### config.mk
export PLATFORM = sky130hd
export DESIGN_NAME = mc_control_fsm
export DESIGN_NICKNAME = d
export VERILOG_FILES = /design/src/rtl/mc_ctrl_pkg.sv /design/src/rtl/imm_src_dec.sv /design/src/rtl/mc_control_fsm.sv
export SDC_FILE = /design/constraint.sdc
export NUM_CORES = 1
export LEC_CHECK = 0
export CAP_MARGIN = 5
export CORE_MARGIN = 2
export CORE_UTILIZATION = 35
export DETAILED_ROUTE_END_ITERATION = 6
export PLACE_DENSITY = 0.65
export SETUP_SLACK_MARGIN = 0.1
export SLEW_MARGIN = 40
export SYNTH_ARGS = -nofsm -noshare
export SYNTH_HDL_FRONTEND = slang
export SYNTH_SLANG_ARGS = --single-unit
### constraint.sdc
create_clock -name clk -period 2.9 [get_ports clk]
set_input_delay 0.725 -clock clk [delete_from_list [all_inputs] [get_ports clk]]
set_output_delay 0.725 -clock clk [all_outputs]
set_load 0.005 [all_outputs]
### src/rtl/mc_ctrl_pkg.sv
// mc_ctrl_pkg: shared definitions for the multicycle RV32I main controller.
//   - state_t    : controller states (S_TRAP exists only with MC_CTRL_TRAP_EN)
//   - OPC_*      : RV32I major opcode constants (IR[6:0])
//   - datapath mux select encodings (result_src, alu_src_a/b, alu_op, imm_src)
// Optional feature macro: MC_CTRL_TRAP_EN (adds the S_TRAP state).
package mc_ctrl_pkg;

    typedef enum logic [3:0] {
        S_FETCH,
        S_DECODE,
        S_MEMADR,
        S_MEMREAD,
        S_MEMWB,
        S_MEMWRITE,
        S_EXEC_R,
        S_EXEC_I,
        S_ALUWB,
        S_JAL,
        S_JALR,
        S_JALR_LINK,
        S_BRANCH,
        S_LUI
`ifdef MC_CTRL_TRAP_EN
        , S_TRAP
`endif
    } state_t;

    localparam logic [6:0] OPC_LOAD   = 7'b0000011;
    localparam logic [6:0] OPC_STORE  = 7'b0100011;
    localparam logic [6:0] OPC_OP     = 7'b0110011;
    localparam logic [6:0] OPC_OP_IMM = 7'b0010011;
    localparam logic [6:0] OPC_JAL    = 7'b1101111;
    localparam logic [6:0] OPC_JALR   = 7'b1100111;
    localparam logic [6:0] OPC_BRANCH = 7'b1100011;
    localparam logic [6:0] OPC_LUI    = 7'b0110111;
    localparam logic [6:0] OPC_AUIPC  = 7'b0010111;
    localparam logic [6:0] OPC_FENCE  = 7'b0001111;
    localparam logic [6:0] OPC_SYSTEM = 7'b1110011;

    localparam logic [1:0] RES_ALUOUT    = 2'b00;
    localparam logic [1:0] RES_MEMDATA   = 2'b01;
    localparam logic [1:0] RES_ALURESULT = 2'b10;
    localparam logic [1:0] RES_IMMEXT    = 2'b11;

    localparam logic [1:0] SRCA_PC    = 2'b00;
    localparam logic [1:0] SRCA_OLDPC = 2'b01;
    localparam logic [1:0] SRCA_REGA  = 2'b10;
    localparam logic [1:0] SRCA_ZERO  = 2'b11;

    localparam logic [1:0] SRCB_REGB = 2'b00;
    localparam logic [1:0] SRCB_IMM  = 2'b01;
    localparam logic [1:0] SRCB_FOUR = 2'b10;

    localparam logic [1:0] ALU_ADD   = 2'b00;
    localparam logic [1:0] ALU_SUB   = 2'b01;
    localparam logic [1:0] ALU_FUNCT = 2'b10;

    localparam logic [2:0] IMM_I = 3'b000;
    localparam logic [2:0] IMM_S = 3'b001;
    localparam logic [2:0] IMM_B = 3'b010;
    localparam logic [2:0] IMM_U = 3'b011;
    localparam logic [2:0] IMM_J = 3'b100;

endpackage

### src/rtl/imm_src_dec.sv
// imm_src_dec: combinational opcode -> immediate format decode.
// Ports:
//   opcode  in  7  IR[6:0]
//   imm_src out 3  immediate format (I/S/B/U/J); opcodes without an
//                  immediate decode to I, which is harmless to the datapath.
module imm_src_dec
    import mc_ctrl_pkg::*;
(
    input  logic [6:0] opcode,
    output logic [2:0] imm_src
);

    always_comb begin
        imm_src = IMM_I;
        case (opcode)
            OPC_STORE:           imm_src = IMM_S;
            OPC_BRANCH:          imm_src = IMM_B;
            OPC_LUI, OPC_AUIPC:  imm_src = IMM_U;
            OPC_JAL:             imm_src = IMM_J;
            default:             imm_src = IMM_I;
        endcase
    end

endmodule

### src/rtl/mc_control_fsm.sv
// mc_control_fsm: multicycle main controller for the RV32I core.
// Moore FSM driving the shared datapath's mux selects and write enables,
// one instruction at a time. Only FETCH's ir_write/pc_update and BRANCH's
// pc_write look at inputs (mem_ready / branch_taken).
// Ports:
//   clk, reset (sync, active-high; forces every output to 0 while high)
//   opcode, branch_taken, mem_ready                     inputs
//   mem_req, mem_we, adr_src                            memory port control
//   ir_write, pc_write, reg_write                       write enables
//   result_src, alu_src_a, alu_src_b, alu_op, imm_src   datapath selects
//   illegal_instr                                       sticky trap flag
// Optional feature macro: MC_CTRL_TRAP_EN -- unknown opcodes park the FSM in
// S_TRAP with illegal_instr=1 until reset; without it they execute as NOPs
// and the illegal_instr port does not exist.
module mc_control_fsm
    import mc_ctrl_pkg::*;
(
    input  logic       clk,
    input  logic       reset,
    input  logic [6:0] opcode,
    input  logic       branch_taken,
    input  logic       mem_ready,
    output logic       mem_req,
    output logic       mem_we,
    output logic       adr_src,
    output logic       ir_write,
    output logic       pc_write,
    output logic       reg_write,
    output logic [1:0] result_src,
    output logic [1:0] alu_src_a,
    output logic [1:0] alu_src_b,
    output logic [1:0] alu_op,
    output logic [2:0] imm_src
`ifdef MC_CTRL_TRAP_EN
    ,
    output logic       illegal_instr
`endif
);

    state_t     state, state_nxt;
    logic       pc_update, branch;
    logic [2:0] imm_dec;

    imm_src_dec u_imm_src_dec (
        .opcode  (opcode),
        .imm_src (imm_dec)
    );

    always_ff @(posedge clk) begin
        if (reset) state <= S_FETCH;
        else       state <= state_nxt;
    end

    always_comb begin
        state_nxt  = state;
        mem_req    = 1'b0;
        mem_we     = 1'b0;
        adr_src    = 1'b0;
        ir_write   = 1'b0;
        pc_update  = 1'b0;
        branch     = 1'b0;
        reg_write  = 1'b0;
        result_src = RES_ALUOUT;
        alu_src_a  = SRCA_PC;
        alu_src_b  = SRCB_REGB;
        alu_op     = ALU_ADD;
        imm_src    = imm_dec;
`ifdef MC_CTRL_TRAP_EN
        illegal_instr = 1'b0;
`endif
        case (state)
            S_FETCH: begin
                // PC+4 goes straight from the ALU into PC while IR latches.
                mem_req    = 1'b1;
                alu_src_b  = SRCB_FOUR;
                result_src = RES_ALURESULT;
                if (mem_ready) begin
                    ir_write  = 1'b1;
                    pc_update = 1'b1;
                    state_nxt = S_DECODE;
                end
            end
            S_DECODE: begin
                // Speculative OldPC+imm into ALUOut (branch/JAL/AUIPC target).
                alu_src_a = SRCA_OLDPC;
                alu_src_b = SRCB_IMM;
                case (opcode)
                    OPC_LOAD, OPC_STORE:     state_nxt = S_MEMADR;
                    OPC_OP:                  state_nxt = S_EXEC_R;
                    OPC_OP_IMM:              state_nxt = S_EXEC_I;
                    OPC_JAL:                 state_nxt = S_JAL;
                    OPC_JALR:                state_nxt = S_JALR;
                    OPC_BRANCH:              state_nxt = S_BRANCH;
                    OPC_LUI:                 state_nxt = S_LUI;
                    OPC_AUIPC:               state_nxt = S_ALUWB;
                    OPC_FENCE, OPC_SYSTEM:   state_nxt = S_FETCH;
`ifdef MC_CTRL_TRAP_EN
                    default:                 state_nxt = S_TRAP;
`else
                    default:                 state_nxt = S_FETCH;
`endif
                endcase
            end
            S_MEMADR: begin
                alu_src_a = SRCA_REGA;
                alu_src_b = SRCB_IMM;
                state_nxt = (opcode == OPC_STORE) ? S_MEMWRITE : S_MEMREAD;
            end
            S_MEMREAD: begin
                mem_req = 1'b1;
                adr_src = 1'b1;
                if (mem_ready) state_nxt = S_MEMWB;
            end
            S_MEMWB: begin
                result_src = RES_MEMDATA;
                reg_write  = 1'b1;
                state_nxt  = S_FETCH;
            end
            S_MEMWRITE: begin
                mem_req = 1'b1;
                mem_we  = 1'b1;
                adr_src = 1'b1;
                if (mem_ready) state_nxt = S_FETCH;
            end
            S_EXEC_R: begin
                alu_src_a = SRCA_REGA;
                alu_src_b = SRCB_REGB;
                alu_op    = ALU_FUNCT;
                state_nxt = S_ALUWB;
            end
            S_EXEC_I: begin
                alu_src_a = SRCA_REGA;
                alu_src_b = SRCB_IMM;
                alu_op    = ALU_FUNCT;
                state_nxt = S_ALUWB;
            end
            S_ALUWB: begin
                result_src = RES_ALUOUT;
                reg_write  = 1'b1;
                state_nxt  = S_FETCH;
            end
            S_JAL: begin
                // PC <- ALUOut (target from DECODE); ALU forms OldPC+4 for ALUWB.
                alu_src_a  = SRCA_OLDPC;
                alu_src_b  = SRCB_FOUR;
                result_src = RES_ALUOUT;
                pc_update  = 1'b1;
                state_nxt  = S_ALUWB;
            end
            S_JALR: begin
                alu_src_a  = SRCA_REGA;
                alu_src_b  = SRCB_IMM;
                result_src = RES_ALURESULT;
                pc_update  = 1'b1;
                state_nxt  = S_JALR_LINK;
            end
            S_JALR_LINK: begin
                // Link after the jump: RegA already held rs1, so rd==rs1 is safe.
                alu_src_a  = SRCA_OLDPC;
                alu_src_b  = SRCB_FOUR;
                result_src = RES_ALURESULT;
                reg_write  = 1'b1;
                state_nxt  = S_FETCH;
            end
            S_BRANCH: begin
                alu_src_a  = SRCA_REGA;
                alu_src_b  = SRCB_REGB;
                alu_op     = ALU_SUB;
                result_src = RES_ALUOUT;
                branch     = 1'b1;
                state_nxt  = S_FETCH;
            end
            S_LUI: begin
                result_src = RES_IMMEXT;
                reg_write  = 1'b1;
                state_nxt  = S_FETCH;
            end
`ifdef MC_CTRL_TRAP_EN
            S_TRAP: begin
                illegal_instr = 1'b1;
                state_nxt     = S_TRAP;
            end
`endif
            default: state_nxt = S_FETCH;
        endcase

        pc_write = pc_update | (branch & branch_taken);

        // Reset dominates combinationally so an in-flight request drops in
        // the very cycle reset is seen, not one cycle later.
        if (reset) begin
            mem_req    = 1'b0;
            mem_we     = 1'b0;
            adr_src    = 1'b0;
            ir_write   = 1'b0;
            pc_write   = 1'b0;
            reg_write  = 1'b0;
            result_src = 2'b00;
            alu_src_a  = 2'b00;
            alu_src_b  = 2'b00;
            alu_op     = 2'b00;
            imm_src    = 3'b000;
`ifdef MC_CTRL_TRAP_EN
            illegal_instr = 1'b0;
`endif
        end
    end

endmodule

# Yosys cells after proc, flatten, opt, wreduce, memory -nomap -nowiden
# Index checks and enable logic that the tools add are counted.
# totals
ramBits	0
regBits	4
romBits	0
output_inout_bits	17
elab_cells	73
input_bits	11
n_memories	0
latch_bits	0
# op_classes
addsub	0
n_mul	0
n_shift	0
mux	30
n_eq_ne	25
reduce_logical	15
div_mod_pow	0
magnitude_cmp	0
bitwise_logic	2
# ops
op	count
one-hot mux 4 bit (8 select lines)	1
one-hot mux 4 bit (7 select lines)	1
== test 4 bit (second input constant)	6
== test 7 x 6 -> 1 bit (second input constant)	3
== test 7 bit (second input constant)	3
== test 4 x 3 -> 1 bit (second input constant)	4
OR reduction 3 bit	5
== test 7 x 5 -> 1 bit (second input constant)	2
2-to-1 mux 1 bit	13
2-to-1 mux 4 bit	3
one-hot mux 2 bit (2 select lines)	3
one-hot mux 3 bit (4 select lines)	1
OR reduction 2 bit	5
== test 4 x 2 -> 1 bit (second input constant)	2
2-to-1 mux 2 bit	4
OR reduction 4 bit	2
== test 7 x 2 -> 1 bit (second input constant)	1
2-to-1 mux 3 bit	2
inequality test 2 bit (second input constant)	3
one-hot mux 2 bit (3 select lines)	1
OR reduction 5 bit	1
== test 4 x 1 -> 1 bit (second input constant)	1
zero test 4 bit	1
AND reduction 3 bit	1
other kinds (3)	3

# Longest topological paths before layout
# depth
ltp_word	5
ltp_mapped	5
depth_no_buf	4

# By module
# Synthesis repeated with hierarchy kept, for this count alone.
# hier_totals
cells_unflattened	120
hier_area_um2	783.3
# modules_own_cells
module	seq_area_each_um2	cells_each	area_each_um2	instances
mc_control_fsm	80.1	110	711.9	1
imm_src_dec	0.0	10	71.3	1

# Worst setup path after synthesis
# Ideal clock, no wire load.
# synth_timing
kind	input to output
start	input opcode[4]
end	output imm_src[2]
slack_ps	757
arrival_ps	1418
path_buffers	0
path_stages	3
required_time_ps	2175
cell_sequence	nand3b_1 -> nor2_1 -> nor4bb_1
# synth_between
elab_chain_cells	4
elab_cells_between_ends	8
cone_classes	5 x eq/ne; 2 x mux; 1 x reduce/logical
# synth_lines
element	line	text
start: declaration	mc_control_fsm.sv:20	input logic [6:0] opcode,
== test 7 x 6 -> 1 bit or == test 7 x 5 -> 1 bit (tied branches)	imm_src_dec.sv:15	case (opcode)
OR reduction 2 bit	imm_src_dec.sv:15	
one-hot mux 3 bit (4 select lines) *	imm_src_dec.sv:15	
2-to-1 mux 3 bit *	mc_control_fsm.sv:191	if (reset) begin
end: declaration	mc_control_fsm.sv:33	output logic [2:0] imm_src
# Mark *: on every way between the ends. The rest lies on a longest branch, timed or not.

# Worst setup path after layout
# layout_timing
start	input reset
end	output result_src[1]
# layout_between
elab_chain_cells	1
# layout_lines
element	line	text
start: declaration	mc_control_fsm.sv:19	input logic reset,
2-to-1 mux 2 bit	mc_control_fsm.sv:191	
end: declaration	mc_control_fsm.sv:29	output logic [1:0] result_src,
# Every way passes these cells.

==> flow_summary.toml <==
[status]
status = "complete, no violations"

[clocking]
numCtsBuffers = 3
post_cts_clock_slew_at_the_launch_and_capture_registers_of_the_worst_setup_and_hold_paths_ns = 0.04
ctsRootBufferMaster = "sky130_fd_sc_hd__clkbuf_4"
worst_skew_pair.late_latency_ns = 0.24
clock_path_buffers = 2
cts_post_setup_buffers_inserted = 0
h-tree-depth = 1
clock_tree_from_tritoncts = "built"
tritoncts_num_sinks = 4

[setup_path]
critPathCaptureType = "output port"
crit_arrival_ns = 1.96
critPathLaunchType = "primary input"
required_ns = 2.17
timing.critical_path.fanout_max = 21
crit_type = "in -> out"

[synthesis]
synth_top_area_share = 0.117
synth_enable_flop_cells = 0
synth-async-reset-ratio = 0
yosysTopAreaCell = "sky130_fd_sc_hd__dfxtp_1"
net_count_after_synthesis = 114
syn_area_um2 = 684
number_of_warning_messages_in_the_yosys_log = 0
synth.yosys.seq_area_share = 0.117
synth_top_flop_cell = "sky130_fd_sc_hd__dfxtp_1"
synth_cell_type_count = 38
netlist_instances = 103
yosysMostFrequentCell = "sky130_fd_sc_hd__nor2_1"
netlist_top_cells_area = "sky130_fd_sc_hd__dfxtp_1 (12%), sky130_fd_sc_hd__nor2_1 (7.7%), sky130_fd_sc_hd__a21oi_1 (6.6%)"
synth_common_cells = "sky130_fd_sc_hd__nor2_1 (14), sky130_fd_sc_hd__a21oi_1 (9), sky130_fd_sc_hd__nor3_1 (7)"
synth.ff_latch_count = 4
avgSynthCellArea_um2 = 6.64

[detailed_routing]
highest_layer = "met4"
route.detailed.drc = 0
wire_per_inst_um = 12.1
initial_detailed_routing_violation_count = 22
ant_nets = 0
vias_per_cell = 5.45
iteration_count_of_the_initial_detailed_routing_pass = 4
met3_length_um = 91
overall_via_count_from_detail_route = 888
met2_wirelength_um = 868
postRouteWirelength_um = 1980
wl_met1_um = 1010

[sta]
fin_setup_tns_ns = 0
fin_ws_ns = 0.211
setup_violations = 0
rsz_0062_raised_after_global_routing = "no"
maxSlewHeadroom = 0.587
final-max-slew-violation-count = 0
fin_crit_sh = 0.927
finalCriticalPeriod_ns = 2.69
final.setup_skew_ns = 0.00230
tightest_slew_ns = 0.619
hold_viol_final = 0
clock.fmax_ghz = 0.372

[finish]
top_register = "state"
nFillCells = 165
final_layout_size_suffix_gt1_frac = 0.167
largest_register_ffs = 4
flow.area_growth_from_synthesis_pct = 60.5
finish.instance_area_um2 = 1100
diodes = 0
layout_top_registers = "state: 4 flops"
final_nets = 151

[floorplan]
floorplan.initialDensity = 0.384
design.portCount = 28
fp.dieH_um = 48.2
floorplan.die_area_um2 = 2330
core_rows = 15
die_x_um = 48.2
core-area_um2 = 1780

[placement]
globalplace.congestion = 0.807
io_buffers = 27
postPlaceCellArea_um2 = 1060
dpl.hpwl_um = 1490
dp_worst_setup_slack_ns = -0.156

[pwr]
power_per_cell_area_nw_per_um2 = 197
p_leak_nw = 0.513
vdd.ir_drop.worst_v = 0.000157

[global_route]
globalRoute.totalOverflow = 0
grt_max_degree = 22
grt_pass1_vias = 725
grt_antenna_before_repair = 0
all_layer_global_routing_usage = 0.188
global_route_wire_length_before_repair_um = 3140

[flow_run]
maxCapViolCount = 0

[worst_hold_path]
worstHoldPathType = "reg -> reg"
## worst paths after layout
path,start,end,slack [ns],cells past startpoint
max,reset,result_src[1],0.21,4
min,state[0],state[3],0.66,2
max reg2reg,state[3],state[2],1.35,4
min reg2reg,state[0],state[3],0.66,2
## cell type report
class                   count  area (um^2)  share of cell area
clock buffers               3         22.5              0.0205
inverters                   3         11.3              0.0103
multi-input cells          87          561               0.510
flip-flops and latches      4         81.3              0.0740
well taps                  25         31.3              0.0285
repair buffers             41          392               0.356
## metrics by stage
step	total power [mW]	hold slack (ns)	util	instances
final	0.216	0.655	0.616	163
after floorplan	0.0977	0.647	-	103
after CTS	0.220	0.652	0.608	163
after detailed placement	0.147	0.644	0.593	160
after global routing	0.228	0.691	0.616	163
after global placement	0.147	0.650	0.593	160
## metal layers
metal / global-route usage / vias to the layer above
li1: - / 455
met1: 0.265 / 410
met3: 0.0407 / 2
met5: 0 / -
met2: 0.297 / 21
met4: 0.0324 / 0
## where the power goes
part	total [mW]	internal [mW]	leakage [nW]	switching, mW
clock network	0.0707	0.0464	0.0138	0.0243
registers	0.0596	0.0565	0.0330	0.00313
logic	0.0860	0.0494	0.466	0.0366
## cells by family (layout without fill, tap and decap cells)
logic type      Yosys count  after routing  synth area share
compound gates           28             28             0.272
xor+xnor                  3              3            0.0384
buf+inv                  12             47            0.0841
flops                     4              4             0.117
mux                       2              2            0.0293
simple gates             54             54             0.459
## cells in the final DEF (no fill, tap or decap), types with 2 or more instances in the layout
cell                              Yosys  layout
sky130_fd_sc_hd__o21a_1               3       3
sky130_fd_sc_hd__nand2_1              5       5
sky130_fd_sc_hd__nand2b_1             2       2
sky130_fd_sc_hd__nor3_1               7       7
sky130_fd_sc_hd__dfxtp_1              4       3
sky130_fd_sc_hd__a311oi_1             2       2
sky130_fd_sc_hd__a22oi_1              2       2
sky130_fd_sc_hd__clkbuf_4             0       3
sky130_fd_sc_hd__a21oi_1              9       9
sky130_fd_sc_hd__nor4b_1              2       2
sky130_fd_sc_hd__dlygate4sd2_1        0       7
sky130_fd_sc_hd__a21o_1               2       2
sky130_fd_sc_hd__nand3b_1             3       3
sky130_fd_sc_hd__mux2i_1              2       2
sky130_fd_sc_hd__nor3b_1              3       2
sky130_fd_sc_hd__buf_4                0      13
sky130_fd_sc_hd__clkdlybuf4s50_1      0      15
sky130_fd_sc_hd__inv_1                3       3
sky130_fd_sc_hd__o2111ai_1            2       2
sky130_fd_sc_hd__nor2b_1              4       3
sky130_fd_sc_hd__xor2_1               2       2
sky130_fd_sc_hd__a31oi_1              2       2
sky130_fd_sc_hd__dlymetal6s2s_1       0       5
sky130_fd_sc_hd__nand3_1              3       3
sky130_fd_sc_hd__and2b_1              2       2
sky130_fd_sc_hd__o21ai_0              2       2
sky130_fd_sc_hd__nor2_1              14      14
sky130_fd_sc_hd__nand4b_1             2       2
## critical path: stages
cell and delay [ns]:
sky130_fd_sc_hd__clkdlybuf4s50_1 0.44, sky130_fd_sc_hd__buf_12 0.17, sky130_fd_sc_hd__a21oi_1 0.11, sky130_fd_sc_hd__clkdlybuf4s50_1 0.51
## repair_timing
| action | in CTS | in global routing |
|---|---|---|
| endpoints found under the setup margin | 8 | 8 |
| hold buffers | 0 | 0 |
| pin swaps | 0 | 1 |
| gates resized for setup | 10 | 6 |
No activity file was read; power rests on OpenSTA's default activity.
